--- src/rtl/apb_cmd_master.sv ---
// Command-queued APB master: host commands are buffered in a small FIFO and
// issued as IDLE->SETUP->ACCESS transfers, with one response per command.
module apb_cmd_master #(
  parameter int ADDR_W  = 4,
  parameter int DATA_W  = 8,
  parameter int DEPTH   = 4,
  parameter int TIMEOUT = 15
) (
  input  logic                     PCLK,
  input  logic                     PRESETn,
  input  logic                     cmd_valid,
  output logic                     cmd_ready,
  input  logic                     cmd_write,
  input  logic [ADDR_W-1:0]        cmd_addr,
  input  logic [DATA_W-1:0]        cmd_wdata,
  output logic [$clog2(DEPTH):0]   fifo_level,
  output logic                     PSEL,
  output logic                     PENABLE,
  output logic [ADDR_W-1:0]        PADDR,
  output logic                     PWRITE,
  output logic [DATA_W-1:0]        PWDATA,
  input  logic [DATA_W-1:0]        PRDATA,
  input  logic                     PREADY,
  output logic                     rsp_valid,
  output logic                     rsp_write,
  output logic [DATA_W-1:0]        rsp_rdata,
  output logic                     rsp_err
);

  localparam int AW = $clog2(DEPTH);
  localparam int CW = ADDR_W + DATA_W + 1;
  localparam logic [AW:0] FULL_LVL = (AW+1)'(DEPTH);
  localparam logic [7:0]  TO_LIM   = 8'(TIMEOUT);

  typedef enum logic [1:0] {IDLE, SETUP, ACCESS} state_t;

  state_t         state;
  logic [CW-1:0]  mem [DEPTH];
  logic [AW-1:0]  wr_ptr;
  logic [AW-1:0]  rd_ptr;
  logic [AW:0]    count;
  logic           pending;
  logic [7:0]     wait_cnt;

  logic           push;
  logic           pop;
  logic           fifo_has;
  logic           done;
  logic           timeout;
  logic [CW-1:0]  in_cmd;
  logic [CW-1:0]  head;

  always_comb begin
    in_cmd    = {cmd_write, cmd_addr, cmd_wdata};
    cmd_ready = (count != FULL_LVL);
    push      = cmd_valid && cmd_ready;
    // An empty FIFO popped on the same edge as a push hands the incoming command straight through
    head      = (count == '0) ? in_cmd : mem[rd_ptr];
    timeout   = !PREADY && ((wait_cnt + 8'd1) == TO_LIM);
    done      = (state == ACCESS) && (PREADY || timeout);
    fifo_has  = (count != '0) || push;
    pop       = ((state == IDLE) && pending) || (done && fifo_has);
  end

  assign fifo_level = count;

  always_ff @(posedge PCLK) begin
    if (push) mem[wr_ptr] <= in_cmd;
  end

  // pending lags count by one cycle, giving IDLE its one-cycle look before SETUP
  always_ff @(posedge PCLK or negedge PRESETn) begin
    if (!PRESETn) begin
      wr_ptr  <= '0;
      rd_ptr  <= '0;
      count   <= '0;
      pending <= 1'b0;
    end else begin
      pending <= (count != '0);
      if (push) wr_ptr <= wr_ptr + 1'b1;
      if (pop)  rd_ptr <= rd_ptr + 1'b1;
      case ({push, pop})
        2'b10:   count <= count + 1'b1;
        2'b01:   count <= count - 1'b1;
        default: count <= count;
      endcase
    end
  end

  always_ff @(posedge PCLK or negedge PRESETn) begin
    if (!PRESETn) begin
      state     <= IDLE;
      PSEL      <= 1'b0;
      PENABLE   <= 1'b0;
      PADDR     <= '0;
      PWRITE    <= 1'b0;
      PWDATA    <= '0;
      wait_cnt  <= '0;
      rsp_valid <= 1'b0;
      rsp_write <= 1'b0;
      rsp_rdata <= '0;
      rsp_err   <= 1'b0;
    end else begin
      rsp_valid <= 1'b0;
      case (state)
        IDLE: begin
          PSEL    <= 1'b0;
          PENABLE <= 1'b0;
        end
        SETUP: begin
          state   <= ACCESS;
          PENABLE <= 1'b1;
        end
        ACCESS: begin
          if (done) begin
            rsp_valid <= 1'b1;
            rsp_write <= PWRITE;
            rsp_err   <= timeout;
            rsp_rdata <= (PWRITE || timeout) ? '0 : PRDATA;
            if (!fifo_has) begin
              state   <= IDLE;
              PSEL    <= 1'b0;
              PENABLE <= 1'b0;
            end
          end else begin
            wait_cnt <= wait_cnt + 8'd1;
          end
        end
        default: state <= IDLE;
      endcase
      // Loading the next command overrides the per-state updates above
      if (pop) begin
        state                   <= SETUP;
        PSEL                    <= 1'b1;
        PENABLE                 <= 1'b0;
        {PWRITE, PADDR, PWDATA} <= head;
        wait_cnt                <= '0;
      end
    end
  end

endmodule

--- config.mk ---
export PLATFORM = sky130hd
export DESIGN_NAME = apb_cmd_master
export DESIGN_NICKNAME = d
export VERILOG_FILES = /design/src/rtl/apb_cmd_master.sv
export SDC_FILE = /design/constraint.sdc
export NUM_CORES = 1
export LEC_CHECK = 0
export CAP_MARGIN = 20
export CORE_ASPECT_RATIO = 1.75
export CORE_UTILIZATION = 38
export CTS_CLUSTER_SIZE = 30
export DETAILED_ROUTE_END_ITERATION = 7
export GPL_TIMING_DRIVEN = 0
export SETUP_SLACK_MARGIN = 0.02
export SLEW_MARGIN = 30
export SYNTH_ARGS = -nofsm -noshare
export SYNTH_HDL_FRONTEND = slang
export SYNTH_SLANG_ARGS = --single-unit
--- constraint.sdc ---
create_clock -name PCLK -period 3.6 [get_ports PCLK]
set_input_delay 0.9 -clock PCLK [delete_from_list [all_inputs] [get_ports PCLK]]
set_output_delay 0.9 -clock PCLK [all_outputs]
set_load 0.1 [all_outputs]
==> impl_metrics.py <==
metrics = {
    "run_status": {
        "outcome": "complete, no violations",
    },
    "global_routing": {
        "antenna_found_initial": 0,
        "grt_use_total_pct": 17.0,
        "gr-total-overflow": 0,
        "grt_first_pass_wirelength_mm": 14.2,
        "first_global_vias": 2787,
        "grt_max_degree": 45,
    },
    "synth": {
        "syn_inst": 275,
        "yosys_most_used_dff": "edfxtp_1",
        "synth_enable_flop_cells": 52,
        "syn_area_mm2": 0.00411,
        "synth_area_leaders": "edfxtp_1 38%, dfrtp_1 27%, mux4_2 7.1%",
        "avgSynthCellArea_um2": 14.9,
        "yosys.area.top_type": "edfxtp_1",
        "async_flop_share_pct": 45.8,
        "yosys_register_bits": 96,
        "ys.warnings.count": 0,
        "synth_top_area_share_pct": 38.0,
        "synth-seq-area-share_pct": 64.8,
        "syn_nets": 308,
        "yosysUniqueCellTypes": 47,
    },
    "final_layout": {
        "drive_gt1_share_pct": 13.9,
        "final_nets": 373,
        "antennaDiodeCount": 0,
        "post-route-util_pct": 48.9,
        "syn_to_final_growth_pct": 24.0,
        "finish.instance_area_mm2": 0.00510,
        "fillers": 925,
    },
    "critical_path": {
        "cpMostUsedCell": "nor2_1",
        "path_delay_family": "simple AND/OR/NAND/NOR gates",
        "startpoint_type": "primary input",
        "worstPathArrival_ns": 3.47,
        "worst_path_max_delay_cell": "clkdlybuf4s50_1",
        "path_cells": "clkdlybuf4s50_1 > nor4_2 > a2bb2oi_1 > nor2_1 > nor2_1 > inv_1 > ha_1 > inv_1 > fa_1 > xor2_1 > nor2_1 > xor2_1",
        "r2r_cells": 12,
        "required_ns": 3.83,
        "timing.critical_path.buf_inv": 3,
        "critPathMaxFanout": 6,
        "worstSetupEndpointType": "flip-flop",
        "cp.depth": 12,
        "cp_slowest_stage_delay_ns": 0.50,
        "crit_type": "primary input to flip-flop",
    },
    "job": {
        "drv_cap": 0,
    },
    "routing": {
        "dr.pass1.iters": 4,
        "drt_iter0_markers": 56,
        "avgViaCountPerCell": 5.35,
        "wl_per_cell_um": 17.9,
        "vias": 2525,
        "wl_mm": 8.43,
        "drc": 0,
        "final_antenna_net_count": 0,
    },
    "floorplanning": {
        "core_mm2": 0.0104,
        "floorplan.rows": 49,
        "io_pins": 55,
        "chipWidth_um": 80.6,
        "die-area_mm2": 0.0113,
        "start_util_pct": 39.4,
        "die_height_um": 140,
    },
    "clock_tree": {
        "cts_buffers": 9,
        "cts_tree": "yes",
        "clockBufferDepth": 2,
        "cts_post_setup_buffers_inserted": 0,
        "clock_latency_ns": 0.34,
        "clock_sinks": 96,
        "cts.hold.buffers_added": 0,
        "clockRootBuffer": "clkbuf_16",
        "clk_pin_slew_ns": 0.07,
        "cts_resized": 0,
        "htreeDepth": 3,
    },
    "sta": {
        "skew_ns": 0.00595,
        "period_needed_ns": 3.24,
        "hold_slack_ns": 0.508,
        "fmax_mhz": 309,
        "slew_violations": 0,
        "hold_viol": 0,
        "tightestPinTransition_ns": 0.984,
        "fin_crit_sh_pct": 90.0,
        "relSlewSlack_pct": 34.2,
        "finalSetupViolCount": 0,
        "rsz0062_at_grt": "false",
    },
    "hold_path": {
        "worst_hold_path.num_cells": 1,
        "hold_path.class": "flip-flop to flip-flop",
    },
    "place": {
        "dpl-instance-area_mm2": 0.00481,
        "numPortBuffers": 54,
        "gp_congestion": 0.789,
        "hpwl_mm": 6.06,
    },
}
[area by class of cell]
cell class                 instances  area (um^2)  share of cell area [%]
clock inverter                     7         58.8                    1.15
tap                              127          159                    3.12
multi-input combinational        154         1340                    26.3
clock buffer                       9          225                    4.42
buffer                            12         62.6                    1.23
timing repair buffer              54          538                    10.6
inverter                          13         48.8                   0.958
sequential                        96         2660                    52.2
[sequential cells by signal (all words and copies together), names as in the netlist]
signal / flops
PADDR: 4
PENABLE: 1
PSEL: 1
PWDATA: 8
PWRITE: 1
fifo_level: 3
mem: 52
pending: 1
rd_ptr: 2
rsp_err: 1
rsp_rdata: 8
rsp_valid: 1
rsp_write: 1
state: 2
wait_cnt: 8
wr_ptr: 2
[per-stage QoR]
stage          setup WS (ns)  cells  setup TNS (ns)
5_1_grt                0.145    472               0
6_report               0.359    472               0
3_5_place_dp         -0.0475    456         -0.0503
3_3_place_gp         0.00906    456               0
4_1_cts                0.302    472               0
2_1_floorplan          0.348    275               0
[kinds of logic after synthesis]
group,count (synthesis),share of synthesized area (%)
DFF,96,64.8
and+or+nand+nor,62,8.74
AOI/OAI and AO/OA,47,8.25
muxes,28,10.8
buffers and inverters,25,2.71
xor gates and xnor gates,9,2.10
adders and majority gates,8,2.62
[worst reg2reg max path: cells and delay by family (launching register included)]
family / cells / cell delay, ns
AND/OR/NAND/NOR: 4 / 0.99
adder cells (fa/ha/maj): 3 / 0.84
XOR/XNOR: 3 / 0.50
flip-flops: 1 / 0.44
buffers and inverters: 2 / 0.18
[per-layer routing]
metal | global-route usage [%] | wire length (um) | vias to the layer above | share of wire (%)
li1 | - | - | 1184 | -
met1 | 19.7 | 3450 | 1288 | 41
met2 | 29.4 | 4570 | 40 | 54
met3 | 3.08 | 219 | 13 | 2.6
met4 | 7.99 | 190 | 0 | 2.3
met5 | 0 | 0 | - | 0
[cells in the mapped netlist (2+ instances only)]
cell type / n
o21ai_1: 2
nor2b_1: 3
inv_1: 13
a31oi_1: 15
xnor2_1: 4
and2_1: 6
ha_1: 7
clkbuf_1: 5
nand3_1: 5
nor3_1: 17
a221o_1: 5
mux4_2: 13
nor2_1: 10
dfrtp_1: 44
a22o_1: 9
buf_2: 5
and3_1: 5
edfxtp_1: 52
mux2i_1: 14
o21ai_0: 6
a21oi_1: 2
nand2_1: 5
xor2_1: 4
[worst paths after layout]
check | start | endpoint | slack, ns
setup / recovery | cmd_valid | fifo_level[2] | 0.36
hold / removal | PENABLE | PENABLE | 0.51
setup reg to reg | wait_cnt[0] | fifo_level[2] | 0.59
hold reg to reg | PENABLE | PENABLE | 0.51
max in group asynchronous | PRESETn | rsp_rdata[7] | 2.65
min in group asynchronous | PRESETn | wait_cnt[7] | 0.54
[layout by cell type (no fill, tap or decap), types with 5 or more instances in the layout]
master           count
clkdlybuf4s50_1     53
edfxtp_1            52
dfrtp_1             44
nor3_1              17
a31oi_1             15
mux2i_1             14
inv_1               13
mux4_2              13
nor2_1              10
a22o_1               9
clkbuf_16            9
ha_1                 7
and2_1               6
o21ai_0              6
buf_2                5
clkbuf_1             5
nand2_1              5
and3_1               5
a221o_1              5
Power is not shown: default switching activity piles up to over one toggle a cycle in this logic, so the estimate is an artifact.
==> variant 1 (config.mk and constraints unchanged) <==
Set the parameter `DEPTH` to 2 (it was 4).
--- a/src/rtl/apb_cmd_master.sv
+++ b/src/rtl/apb_cmd_master.sv
@@ -5,3 +5,3 @@
   parameter int DATA_W  = 8,
-  parameter int DEPTH   = 4,
+  parameter int DEPTH   = 2,
   parameter int TIMEOUT = 15
Ports: changed (resized fifo_level); port bits go from 55 to 54. No check against the original RTL was run, so the function may have changed too.
==> variant 1 against the unedited design <==
Clock skew down 2.1 ps. Sequential cell count shrank 29. Synthesized area is 32% lower. Routed wire length down 26%. Final area decreased by 24%. Setup slack gained 190 ps. Via count is 22% lower. Critical path type is now flip-flop to output port. Critical endpoint is now cmd_ready.
Power is left out: the tool's default activity adds up to more than one toggle a clock period on the data nets, which glitch-free logic cannot reach.
==> variant 1: results (changes against the unedited design) <==
- Cell family with most CP delay: buffers and inverters (was simple AND/OR/NAND/NOR gates)
- Placed cell count: 374 (was 456)
- Vias per cell: 5.06 (was 5.35)
- Compound-Gate Fraction of Synth Area: 0.126 (was 0.0825)
- Max reg flops: 26 (was 52)
- Run status: finished, final reports clean (unchanged)
- Setup bufs post-CTS: 0 (unchanged)
- CP arrival: 2150 ps (was 3470 ps)
- Mux contribution to synthesized area: 0.0516 (was 0.108)
- Yosys cell types: 39 (was 47)
- First-pass GRT wire length: 10,000 um (was 14,200 um)
- Fill cells: 649 (was 925)
- Crit path max fanout: 7 (was 6)
- Rel. slew slack: 0.320 (was 0.342)
- Post-DP HPWL: 4310 um (was 6060 um)
- Post-DR wirelength/cell: 16.0 um (was 17.9 um)
- Overall routing resource usage: 0.183 (was 0.170)
- CTS H-tree depth: 3 (unchanged)
- Top_reg_cell synth: dfrtp_1 (was edfxtp_1)
- Crit-path max cell delay: 1150 ps (was 500 ps)
- Layout cells sized above 1: 0.105 (was 0.139)
- Port Buf Inserts: 53 (was 54)
- Final WL: 6230 um (was 8430 um)
- Sequential element share of the synthesized area: 0.642 (was 0.648)
- Final #Nets: 327 (was 373)
- Syn_area_per_cell: 12.0 um2 (was 14.9 um2)
- Top cells by count, synth: 41 x dfrtp_1, 36 x nand2_1, 32 x o21ai_0, 26 x edfxtp_1, 13 x mux2i_1 (was 52 x edfxtp_1, 44 x dfrtp_1, 17 x nor3_1, 15 x a31oi_1, 14 x mux2i_1)
- Post-synth EDFFs: 26 (was 52)
- GP Congestion: 0.820 (was 0.789)
- Clock slew at reported path FFs: 50 ps (was 70 ps)
- FFs w/ async S/R, synth: 0.612 (was 0.458)
- Placed Area: 3480 um2 (was 4810 um2)
- Mapped Nets: 262 (was 308)
- Area contributors post-synth: dfrtp_1 36%, edfxtp_1 28%, o21ai_0 5.7% (was edfxtp_1 38%, dfrtp_1 27%, mux4_2 7.1%)
- Post-synthesis xor/xnor area fraction: 0.0276 (was 0.0210)
- Clock skew: 3.83 ps (was 5.95 ps)
- Initial DRC Count: 78 (was 56)
## variant 1: changes by cell type after synthesis, sizes merged, moves of 4 or more
cell	delta
nand2	+31
edfxtp	-26
o21ai	+26
nor3	-18
mux4	-13
a31oi	-11
and2	-6
a221o	-5
nor2	-5
ha	-4
## variant 1: worst paths after layout
path | start | slack [ps] | depth (start not counted) | to
min reg2reg | PWDATA[3] | 480 | 2 | PWDATA[3]
max | fifo_level[0] | 550 | 2 | cmd_ready
min | PWDATA[3] | 480 | 2 | PWDATA[3]
max reg2reg | wait_cnt[0] | 1210 | 9 | fifo_level[1]
max in group asynchronous | PRESETn | 2570 | 2 | rsp_valid
min in group asynchronous | PRESETn | 540 | 1 | PSEL
## variant 1: final cells by class
class	count	share of cell area
inverter	10	0.00974
sequential	67	0.469
tap	86	0.0279
clock buffer	12	0.0665
clock inverter	4	0.0312
timing repair buffer	54	0.143
multi-input combinational	147	0.239
buffer	10	0.0136
## variant 1: metrics by stage
| stage | utilization | hold slack (ps) | setup slack (ps) |
|---|---|---|---|
| 4_1_cts | 0.537 | 482 | 518 |
| 3_5_place_dp | 0.484 | 470 | 474 |
| 6_report | 0.537 | 481 | 553 |
| 3_3_place_gp | 0.481 | 468 | 477 |
| 2_1_floorplan | - | 461 | 452 |
| 5_1_grt | 0.537 | 522 | 480 |
## variant 1: metal layers
metal	share of wire	global-route usage	vias up	routed length (um)
met1	0.39	0.210	965	2450
met2	0.54	0.298	38	3380
met3	0.039	0.0561	11	244
met4	0.026	0.101	0	159
met5	0	0	-	0
li1	-	-	959	-
## variant 1: cells by family after synthesis
family	count (synthesis)
xor gates and xnor gates	8
and+or+nand+nor	64
adders and majority gates	3
muxes	14
DFF	67
buffers and inverters	20
AOI/OAI and AO/OA	58
==> variant 2 (config.mk and constraints unchanged) <==
Made on the original files. Re-encode `state_t` (3 states) as one-hot, 3 bits wide.
--- a/src/rtl/apb_cmd_master.sv
+++ b/src/rtl/apb_cmd_master.sv
@@ -34,3 +34,3 @@
 
-  typedef enum logic [1:0] {IDLE, SETUP, ACCESS} state_t;
+  typedef enum logic [2:0] {IDLE = 3'b001, SETUP = 3'b010, ACCESS = 3'b100} state_t;
 
Formal check against the unedited RTL: same outputs for any inputs over 10 cycles, from zero or initial values and one cycle with PRESETn low; not proved beyond that.
==> variant 2 against the unedited design <==
Synthesized area up 1.3%. Worst hold slack worse by 0.92 ps. Sequential cell count up 1. Final area up 1.5%. Routed wire length down 2.7%. Setup slack worse by 3.3 ps. Clock skew up 1.6 ps. Register-to-register slack worse by 230 ps.
Power is not shown: default switching activity piles up to over one toggle a cycle in this logic, so the estimate is an artifact.
==> variant 2: results (changes against the unedited design) <==
- First-pass GRT wire length: 13,100 um (was 14,200 um)
- Yosys cell types: 48 (was 47)
- Sequential element share of the synthesized area: 0.646 (was 0.648)
- Post-DR wirelength/cell: 17.9 um (about the same)
- Clock skew: 7.53 ps (was 5.95 ps)
- Fill cells: 916 (was 925)
- Run status: finished, final reports clean (unchanged)
- Largest net degree at the start of global routing: 46 (was 45)
- FFs w/ async S/R, synth: 0.464 (was 0.458)
- Clock slew at reported path FFs: 70 ps (about the same)
- Final #Nets: 357 (was 373)
- Layout cells sized above 1: 0.225 (was 0.139)
- Post-DP HPWL: 5640 um (was 6060 um)
- Slew @ Worst Pin: 1000 ps (was 984 ps)
- Reg2Reg Depth: 14 (was 12)
- Area contributors post-synth: edfxtp_1 37%, dfrtp_1 26%, mux4_2 7.0% (was edfxtp_1 38%, dfrtp_1 27%, mux4_2 7.1%)
- Syn_area_per_cell: 16.1 um2 (was 14.9 um2)
- Placed cell count: 443 (was 456)
- Routing usage on met1: 0.174 (was 0.197)
- Overall routing resource usage: 0.161 (was 0.170)
- WL met2: 4630 um (was 4570 um)
- CP arrival: 3510 ps (was 3470 ps)
- Top sig layer: met4 (unchanged)
- Top cells by count, synth: 52 x edfxtp_1, 44 x dfrtp_1, 20 x mux2_2, 13 x mux4_2, 12 x nor2_1 (was 52 x edfxtp_1, 44 x dfrtp_1, 17 x nor3_1, 15 x a31oi_1, 14 x mux2i_1)
- Vias post-DR: 2,398 (was 2,525)
- Placed Area: 4870 um2 (was 4810 um2)
- Setup_tns: 0 ps (unchanged)
- Vias in the first global route: 2,507 (was 2,787)
- Routed wl met3: 220 um (was 219 um)
- Crit-path max cell delay: 460 ps (was 500 ps)
- Critical Path Start: wait_cnt[0] (was cmd_valid)
- Met2 Usage GRT: 0.293 (was 0.294)
- Crit path max fanout: 10 (was 6)
- GP Congestion: 0.724 (was 0.789)
- Final Non-Filler Cells: 459 (was 472)
- Initial DRC Count: 119 (was 56)
- Pre-CTS WS: -36.3 ps (was -47.5 ps)
- Met3 GRT Util: 0.0293 (was 0.0308)
- Mapped Nets: 292 (was 308)
- Routed length on met1: 3160 um (was 3450 um)
- Worst Min Path Start: rsp_write (was PENABLE)
- Slowest-stage cell, CP: a2111oi_4 (was clkdlybuf4s50_1)
variant 2: changes by cell type after synthesis, moves of 3 or more:
cell / before / now
nor3_1: 17 / 3
a221o_1: 5 / 0
a31oi_1: 15 / 3
and2_1: 6 / 3
mux2i_1: 14 / 1
mux2_4: 0 / 7
mux2_2: 1 / 20
nand2_1: 5 / 10
inv_1: 13 / 10
variant 2: kinds of logic (layout without fill, tap and decap cells):
| group | after synthesis | in the layout | share of synthesized area |
|---|---|---|---|
| XOR/XNOR | 8 | 8 | 0.0168 |
| buffers and inverters | 19 | 89 | 0.0231 |
| flip-flops | 97 | 97 | 0.646 |
| multiplexers | 41 | 41 | 0.152 |
| adder cells (fa/ha/maj) | 8 | 8 | 0.0258 |
| AND/OR/NAND/NOR | 52 | 52 | 0.0670 |
| AO/OA/AOI/OAI | 34 | 34 | 0.0697 |
variant 2: path summary, 6_finish.rpt:
check / endpoint / slack, ps
max reg2reg: fifo_level[2] / 360
min: rsp_write / 510
max: fifo_level[2] / 360
max in group asynchronous: PWDATA[0] / 2620
min reg2reg: rsp_write / 510
min in group asynchronous: wait_cnt[6] / 570
variant 2: layout make-up:
type	instances	area [um2]	share of cell area
sequential	97	2690	0.520
multi-input combinational	143	1390	0.268
timing repair buffer	54	538	0.104
clock buffer	9	225	0.0436
tap	130	163	0.0315
clock inverter	7	75.1	0.0145
buffer	8	50.0	0.00968
inverter	11	46.3	0.00895
variant 2: worst reg2reg max path: cells and delay by family (launching register included):
family	cells	cell delay, ps
AOI/OAI and AO/OA	1	460
xor gates and xnor gates	3	460
adders and majority gates	3	830
buffers and inverters	3	370
DFF	1	440
and+or+nand+nor	4	620
